[config.mk]
export PLATFORM = sky130hd
export DESIGN_NAME = cntr_n
export DESIGN_NICKNAME = d
export VERILOG_FILES = /design/src/rtl/cntr_n.sv
export SDC_FILE = /design/constraint.sdc
export NUM_CORES = 1
export LEC_CHECK = 0
export ABC_AREA = 1
export BUFFER_PORTS_ARGS = -buffer_cell sky130_fd_sc_hd__buf_2
export CAP_MARGIN = 20
export CORE_MARGIN = 2
export CORE_UTILIZATION = 45
export DETAILED_ROUTE_END_ITERATION = 8
export PLACE_DENSITY = 0.7
export REMOVE_ABC_BUFFERS = 1
export SYNTH_ARGS = -nofsm -noshare
export SYNTH_HDL_FRONTEND = slang
export SYNTH_SLANG_ARGS = --single-unit
[constraint.sdc]
create_clock -name clk -period 2.2 [get_ports clk]
set_input_delay 0.33 -clock clk [delete_from_list [all_inputs] [get_ports clk]]
set_output_delay 0.33 -clock clk [all_outputs]
set_load 0.01 [all_outputs]
[src/rtl/cntr_n.sv]
// Up/down counter with step 1 or 2, parallel load and wrap or saturate behaviour.
// Control is registered into a Moore state first; the counter applies that state's action on the following edge.
module cntr_n #(
  parameter int WIDTH = 8,
  parameter int SAT   = 0
) (
  input  logic             clk,
  input  logic             reset_n,
  input  logic             load,
  input  logic             en,
  input  logic             inc,
  input  logic             step2,
  input  logic [WIDTH-1:0] d_in,
  output logic [WIDTH-1:0] d_out,
  output logic [2:0]       o_state,
  output logic             tc_up,
  output logic             tc_dn,
  output logic             ovf
);

  localparam logic [2:0] ST_IDLE = 3'b000;
  localparam logic [2:0] ST_LOAD = 3'b001;
  localparam logic [2:0] ST_INC  = 3'b010;
  localparam logic [2:0] ST_INC2 = 3'b011;
  localparam logic [2:0] ST_DEC  = 3'b100;
  localparam logic [2:0] ST_DEC2 = 3'b101;

  localparam logic [WIDTH-1:0] MAX_VAL = {WIDTH{1'b1}};

  logic [2:0]       state;
  logic [2:0]       next_state;
  logic [WIDTH-1:0] load_reg;
  logic [WIDTH-1:0] next_cnt;
  logic             range_err;
  logic [WIDTH:0]   ext_cnt;
  logic [WIDTH:0]   step_val;
  logic [WIDTH:0]   sum;
  logic [WIDTH:0]   diff;
  logic             is_two;

  // Unused encodings fall back to IDLE regardless of the inputs.
  always_comb begin
    next_state = ST_IDLE;
    if (state <= ST_DEC2) begin
      if (load)
        next_state = ST_LOAD;
      else if (!en)
        next_state = ST_IDLE;
      else if (inc)
        next_state = step2 ? ST_INC2 : ST_INC;
      else
        next_state = step2 ? ST_DEC2 : ST_DEC;
    end
  end

  assign ext_cnt  = {1'b0, d_out};
  assign is_two   = (state == ST_INC2) || (state == ST_DEC2);
  assign step_val = {{(WIDTH-1){1'b0}}, is_two, ~is_two};
  assign sum      = ext_cnt + step_val;
  assign diff     = ext_cnt - step_val;

  // The extra top bit of sum/diff flags a result outside 0..max.
  always_comb begin
    next_cnt  = d_out;
    range_err = 1'b0;
    case (state)
      ST_LOAD: next_cnt = load_reg;
      ST_INC, ST_INC2: begin
        range_err = sum[WIDTH];
        next_cnt  = (sum[WIDTH] && (SAT != 0)) ? MAX_VAL : sum[WIDTH-1:0];
      end
      ST_DEC, ST_DEC2: begin
        range_err = diff[WIDTH];
        next_cnt  = (diff[WIDTH] && (SAT != 0)) ? '0 : diff[WIDTH-1:0];
      end
      default: next_cnt = d_out;
    endcase
  end

  always_ff @(posedge clk or negedge reset_n) begin
    if (!reset_n) begin
      state    <= ST_IDLE;
      load_reg <= '0;
      d_out    <= '0;
      ovf      <= 1'b0;
    end else begin
      state <= next_state;
      if (next_state == ST_LOAD)
        load_reg <= d_in;
      d_out <= next_cnt;
      ovf   <= range_err;
    end
  end

  assign o_state = state;
  assign tc_up   = (d_out == MAX_VAL);
  assign tc_dn   = (d_out == '0);

endmodule

=== Yosys cells after proc, flatten, opt, wreduce, memory -nomap -nowiden ===
Index checks and enable logic that the tools add are counted.

* Flip-flop bits (word level): 20
* Bits of input ports: 14
* Logic and storage cells: 28

* Reduce and logical (&&, ||, !) cells: 5
* Bitwise logic cells: 1
* Multiplexer cells: 8
* Add/subtract/negate cells: 2
* Order comparisons: 1
* Eq/ne operators: 7

{| class="wikitable"
|+ Operators with widths
! operator !! count
|-
| case mux 8 bit (3 select lines) || 1
|-
| two-way mux 3 bit || 4
|-
| adder 8 x 2 -> 9 bit || 1
|-
| subtractor 8 x 2 -> 9 bit || 1
|-
| == test 8 bit, second input constant || 1
|-
| logical NOT 8 bit || 1
|-
| == test 3 x 1 -> 1 bit, second input constant || 2
|-
| == test 3 x 2 -> 1 bit, second input constant || 2
|-
| == test 3 bit, second input constant || 2
|-
| OR reduction 2 bit || 2
|-
| less-or-equal comparator 3 bit, second input constant || 1
|-
| nonzero test 3 bit || 1
|-
| two-way mux 1 bit || 2
|-
| case mux 1 bit (2 select lines) || 1
|-
| logical OR 1 bit || 1
|-
| NOT 1 bit || 1
|}

=== Logic depth before layout (Yosys ltp) ===
Gate-level depths: netlist (run 1).

* Depth after elaboration: 6
* Depth in mapped cells: 16
* Gate-level depth less buffers: 16

=== Worst setup path after synthesis (run 1) ===
Ideal clock, no wire load.

* Kind: reg-to-reg
* Start: register state[2] (netlist: o_state[2])
* End: register d_out[6]
* Clock period less this slack: 2372 ps
* Library setup time: 113 ps
* Stages on the path, launching flop included: 16
* Path slack: -172 ps
* Data arrival time: 2260 ps
* Path through: dfrtp_1 -> inv_1 -> nand2_2 -> nand2_4 -> inv_2 -> nor2_1 -> inv_1 -> ha_1 -> inv_1 -> fa_1 -> nor2_1 -> nand3_1 -> nand3_1 -> nand3_1 -> nand2_1 -> inv_1

* Cells in the longest elaborated chain, start to end: 5
* Elaborated cells on any way between the ends: 13
* Classes of those cells: add/sub: 2; eq/ne: 5; mux: 1; bitwise: 1; reduce/logical: 4

{| class="wikitable"
|+ Ends and longest elaborated chain
! what !! line !! source
|-
| start, declared || 30 || <nowiki>logic [2:0] state;</nowiki>
|-
| start signal, assigned || 87 || <nowiki>state <= next_state;</nowiki>
|-
| == test 3 x 2 -> 1 bit / == test 3 bit (equally long branches) || 57, 66 ||
|-
| logical OR 1 bit || 57 || <nowiki>assign is_two = (state == ST_INC2) || (state == ST_DEC2);</nowiki>
|-
| NOT 1 bit || 58 || <nowiki>assign step_val = {{(WIDTH-1){1'b0}}, is_two, ~is_two};</nowiki>
|-
| subtractor 8 x 2 -> 9 bit / adder 8 x 2 -> 9 bit (equally long branches) || 60, 59 ||
|-
| case mux 8 bit (3 select lines) || 66 || <nowiki>case (state)</nowiki>
|-
| end signal, assigned || 90 || <nowiki>d_out <= next_cnt;</nowiki>
|-
| end, declared || 14 || <nowiki>output logic [WIDTH-1:0] d_out,</nowiki>
|}

Several ways; a longest one is shown, not always the timed one.
A chain may end at the register's enable or synchronous reset.

=== Final worst setup path (run 1) ===
* Start: register state[1] (netlist: o_state[1])
* End: register d_out[6]

Same word-level chain as after synthesis.

==> impl_metrics.py, run 1 <==
metrics = {
    "drt": {
        "post_drt_wl_per_cell_um": 13.0,
        "vias": 1352,
        "drc": 0,
        "drt_pass1_iterations": 4,
        "drt_wl_total_mm": 3.30,
        "ant_nets": 0,
        "drtIter0Drc": 70,
        "via_per_inst": 5.32,
    },
    "timing": {
        "finalMaxSlewViolations": 0,
        "fmax_mhz": 492,
        "period_share_pct": 92.3,
        "relSlewSlack_pct": 69.7,
        "finalWorstSetupSlack_ps": 169,
        "finClkSkew_ps": 1.86,
        "min_period_ps": 2030,
        "tightestPinTransition_ps": 454,
        "setup_viol": 0,
        "finalHoldViolCount": 0,
    },
    "logic_synthesis": {
        "synth_cell_types": 23,
        "synth_area_per_cell_um2": 7.32,
        "netlist.area_leader.share_pct": 37.3,
        "seq_area_frac_synth_pct": 37.3,
        "synth.area.top_cells": "dfrtp_1 37%, nand2_1 13%, inv_1 7.6%",
        "yosysTopAreaCell": "dfrtp_1",
        "syn_area_mm2": 0.00134,
        "ys_seq_elements": 20,
        "synthCells": 183,
        "ys.warnings.count": 0,
    },
    "die": {
        "die_area_mm2": 0.00343,
        "die_w_um": 58.6,
        "core_area_mm2": 0.00278,
        "rows": 19,
        "die-height_um": 58.6,
        "initial_core_util_pct": 48.2,
        "ioPinCount": 28,
    },
    "pwr": {
        "p_leak_uw": 0.000866,
        "p_per_area_mw_per_mm2": 648,
        "switchingPower_uw": 432,
        "p_clk_share_pct": 15.4,
        "seqPwrFrac_pct": 45.4,
        "p_comb_share_pct": 39.2,
        "p_sw_share_pct": 40.1,
        "ir_drop_mv": 0.483,
        "intPower_uw": 645,
    },
    "hold_path": {
        "min_path_type": "primary input to register",
    },
    "clock_tree": {
        "cts_tree": "built",
        "cts_root_buf": "clkbuf_4",
        "clk_pin_slew_ps": 100,
        "numCtsBuffers": 3,
        "cts_buffer_depth": 2,
        "worstSkewPairLatency_ps": 290,
        "cts.sinks": 20,
        "htree_levels": 1,
    },
    "setup_path": {
        "critPathLaunchType": "register",
        "cp.arrival_ps": 2230,
        "crit_path_max_fanout": 6,
        "worst-setup-path-type": "register to register",
        "endpoint_kind": "register",
        "required_ps": 2400,
    },
    "outcome": {
        "run_status": "complete, no violations",
    },
    "layout": {
        "antenna_cells": 0,
        "layout_common_cells": "48 x nand2_1, 27 x buf_2, 25 x inv_1",
        "syn_to_final_growth_pct": 24.0,
        "post-route-util_pct": 59.7,
        "drive_gt1_share_pct": 29.6,
        "layout_commonest_cell": "nand2_1",
        "fin_nets": 246,
    },
    "placed_design": {
        "gp_congestion": 0.958,
        "post-place-ws_ps": -8.52,
        "hpwl_mm": 2.57,
        "io_buffers": 27,
    },
    "grt": {
        "track_usage_pct": 21.5,
        "grt_pass1_wl_mm": 5.75,
        "antenna_found_initial": 0,
        "grt_start_max_net_pins": 21,
        "first_global_vias": 1337,
        "grt.overflow.total": 0,
    },
    "flow_run": {
        "cap_violations": 0,
    },
}
==> cells in the mapped netlist, drive strengths merged <==
library cell	number
nor3	1
nor4	2
o221ai	2
a21oi	7
nor2	20
a21boi	1
nand3	19
buf	2
nor3b	1
fa	2
ha	5
o21ai	13
nand2	51
o22ai	2
inv	30
mux2	5
dfrtp	20
==> worst max-delay path, stage by stage, from the launching register on <==
cell     delay, ps
dfrtp_2        460
inv_2           80
nand2_2         70
nand2_4         70
inv_2           40
nor2_2         120
inv_2           80
buf_4          160
fa_2           390
nor2_2         160
nand3_1         90
nand3_1         80
nand3_1         60
nand2_1         60
inv_1           30
==> final cells by class <==
| type | instances | area, µm² |
|---|---|---|
| Clock buffer | 3 | 22.5 |
| Fill cell | 268 | 1120 |
| Inverter | 30 | 113 |
| Multi-Input combinational cell | 131 | 758 |
| Sequential cell | 20 | 502 |
| Tap cell | 31 | 38.8 |
| Timing Repair Buffer | 39 | 228 |
==> cell families after synthesis <==
family	after synthesis	share of synthesized area (%)
buf+inv	32	9.15
fa+ha+maj	7	7.66
flops	20	37.3
simple gates	94	31.4
compound gates	25	10.3
mux	5	4.20
==> stage by stage <==
stage	setup TNS [ps]	std cells	hold slack, ps	area [µm²]	total power [µW]
2_1_floorplan	-386	181	34.4	1330	734
3_3_place_gp	0	249	299	1580	864
3_5_place_dp	-11.6	249	302	1580	880
4_1_cts	0	253	185	1620	1050
5_1_grt	-14.0	254	193	1660	1170
6_report	0	254	196	1660	1080
==> layer usage <==
layer	part of all wire, %	up-vias	track usage [%]
met4	1.3	0	8.77
met5	0	-	0
met3	6.7	6	1.76
met2	49	57	35.8
met1	43	621	29.1
li1	-	668	-
==> power by group through the flow <==
stage,sequential (µW),clock [µW],combinational (µW)
after floorplan,491,0,243
final,489,165,423
after global routing,498,191,480
after global placement,487,0,377
after detailed placement,491,0,389
after CTS,483,173,397
==> timing repair <==
action / CTS / global route
buffers inserted: 0 / 1
gates resized for setup: 2 / 13
hold buffers: 1 / 0
hold endpoints to repair: 20 / 0
pin swaps: 0 / 3
endpoints found under the setup margin: 2 / 7
==> path summary, 6_finish.rpt <==
path | slack, ps | from | to | cells past startpoint
worst max-delay path | 170 | o_state[1]$_DFF_PN0_ | d_out[6]$_DFFE_PN0P_ | 14
max in group asynchronous | 1350 | reset_n | o_state[1]$_DFF_PN0_ | 2
worst max register to register | 170 | o_state[1]$_DFF_PN0_ | d_out[6]$_DFFE_PN0P_ | 14
min in group asynchronous | 520 | reset_n | o_state[2]$_DFF_PN0_ | 2
worst min register to register | 530 | load_reg[6]$_DFFE_PN0N_ | load_reg[6]$_DFFE_PN0N_ | 1
worst min-delay path | 200 | inc | o_state[2]$_DFF_PN0_ | 2
Power figures use the tool's default switching activity.
==> inputs of run 2 (changes only) <==
--- a/config.mk
+++ b/config.mk
@@ -13,6 +13,7 @@
 export DETAILED_ROUTE_END_ITERATION = 8
 export PLACE_DENSITY = 0.7
 export REMOVE_ABC_BUFFERS = 1
+export SLEW_MARGIN = 40
 export SYNTH_ARGS = -nofsm -noshare
 export SYNTH_HDL_FRONTEND = slang
 export SYNTH_SLANG_ARGS = --single-unit
==> constraint.sdc (replaced) <==
create_clock -name clk -period 2.2 [get_ports clk]
set_input_delay 0 -clock clk [delete_from_list [all_inputs] [get_ports clk]]
set_output_delay 0 -clock clk [all_outputs]
set_load 0.01 [all_outputs]
==> impl_metrics.py, run 2 (synthesis gave the netlist of run 1 again) <==
metrics = {
    "die": {
        "die-height_um": 58.6,
        "ioPinCount": 28,
        "initial_core_util_pct": 48.2,
        "core_area_mm2": 0.00278,
        "rows": 19,
        "die_w_um": 58.6,
        "die_area_mm2": 0.00343,
    },
    "pwr": {
        "ir_drop_mv": 0.493,
        "totalPowerFinal_uw": 1100,
        "p_leak_uw": 0.000921,
        "p_per_area_mw_per_mm2": 614,
    },
    "drt": {
        "drtIter0Drc": 106,
        "via_per_inst": 5.25,
        "drt_wl_total_mm": 3.54,
        "post_drt_wl_per_cell_um": 13.3,
        "drc": 0,
        "drt_pass1_iterations": 4,
        "vias": 1401,
        "ant_nets": 0,
    },
    "setup_path": {
        "required_ps": 2400,
        "critPathLaunchType": "register",
        "cp.arrival_ps": 2250,
        "worst-setup-path-type": "register to register",
        "crit_path_max_fanout": 6,
        "endpoint_kind": "register",
    },
    "timing": {
        "hold_ws_ps": 7.71,
        "finalMaxSlewViolations": 0,
        "fmax_mhz": 487,
        "min_period_ps": 2050,
        "tightestPinTransition_ps": 440,
        "finClkSkew_ps": 1.32,
        "relSlewSlack_pct": 70.5,
        "finalHoldViolCount": 0,
        "period_share_pct": 93.4,
        "setup_viol": 0,
    },
    "layout": {
        "final_cell_area_mm2": 0.00179,
        "syn_to_final_growth_pct": 33.7,
        "layout_common_cells": "48 x nand2_1, 27 x buf_2, 25 x inv_1",
        "fillers": 249,
        "antenna_cells": 0,
        "drive_gt1_share_pct": 28.0,
        "fin_nets": 259,
        "layout_commonest_cell": "nand2_1",
    },
    "grt": {
        "first_global_vias": 1375,
        "antenna_found_initial": 0,
        "track_usage_pct": 22.9,
        "grt.overflow.total": 0,
        "grt_pass1_wl_mm": 6.08,
        "grt_start_max_net_pins": 21,
    },
    "clock_tree": {
        "cts_tree": "built",
        "numCtsBuffers": 3,
        "cts_root_buf": "clkbuf_4",
        "clk_pin_slew_ps": 110,
        "worstSkewPairLatency_ps": 290,
        "cts_buffer_depth": 2,
        "cts.sinks": 20,
        "htree_levels": 1,
    },
    "outcome": {
        "run_status": "complete, no violations",
    },
    "placed_design": {
        "hpwl_mm": 2.57,
        "gp_congestion": 0.958,
        "io_buffers": 27,
        "dpl-instance-area_mm2": 0.00158,
    },
    "flow_run": {
        "cap_violations": 0,
    },
    "hold_path": {
        "min_path_type": "primary input to register",
    },
}
==> run 2: repair_timing <==
| action | 4_1_cts | 5_1_grt |
|---|---|---|
| endpoints found under the hold margin | 31 | 0 |
| gates cloned | 0 | 0 |
| pin swaps | 0 | 2 |
| hold buffers | 14 | 0 |
| resized for setup | 2 | 13 |
| setup buffers | 0 | 1 |
| setup endpoints to repair | 2 | 8 |
==> run 2: path summary, 6_finish.rpt <==
kind | endpoint | cells past startpoint | startpoint | slack (ps)
max in group asynchronous | o_state[1]$_DFF_PN0_ | 2 | reset_n | 1700
hold reg to reg | load_reg[6]$_DFFE_PN0N_ | 1 | load_reg[6]$_DFFE_PN0N_ | 530
hold / removal | o_state[0]$_DFF_PN0_ | 5 | load | 8
setup reg to reg | d_out[6]$_DFFE_PN0P_ | 14 | o_state[1]$_DFF_PN0_ | 150
setup / recovery | d_out[6]$_DFFE_PN0P_ | 14 | o_state[1]$_DFF_PN0_ | 150
min in group asynchronous | load_reg[1]$_DFFE_PN0N_ | 2 | reset_n | 170
==> run 2: worst max-delay path, stage by stage, from the launching register on <==
cell	delay, ps
dfrtp_2	460
inv_2	80
nand2_2	70
nand2_4	70
inv_2	40
nor2_2	120
inv_2	80
buf_4	160
fa_2	390
nor2_2	170
nand3_1	90
nand3_1	80
nand3_1	60
nand2_1	60
inv_1	30
==> run 2: per-layer routing <==
metal  track usage, %  wire length (µm)  vias to the layer above
li1                 -                 -                      698
met1             30.2              1500                      651
met2             40.3              1770                       47
met3             1.54               237                        5
met4             7.14                29                        0
met5                0                 0                        -
==> run 2: final cells by class <==
class | count | area [µm²] | share of cell area, %
clock buffers | 3 | 22.5 | 1.26
multi-input cells | 131 | 758 | 42.3
flip-flops and latches | 20 | 502 | 28.0
repair buffers | 52 | 358 | 20.0
inverters | 30 | 113 | 6.28
well taps | 31 | 38.8 | 2.16
==> run 2: through the flow <==
stage / util, % / cells / setup TNS (ps) / worst slack (ps)
final: 64.4 / 267 / 0 / 146
after global routing: 64.4 / 267 / -35.3 / -19.2
after CTS: 62.8 / 266 / 0 / 18.5
after detailed placement: 56.8 / 249 / -11.6 / -8.52
after global placement: 56.8 / 249 / 0 / 69.4
after floorplan: - / 181 / -386 / -172
==> run 2: power breakdown <==
part | switching [µW] | internal [µW]
logic | 261 | 181
clock network | 106 | 63.6
registers | 73.6 | 416
total | 440 | 660
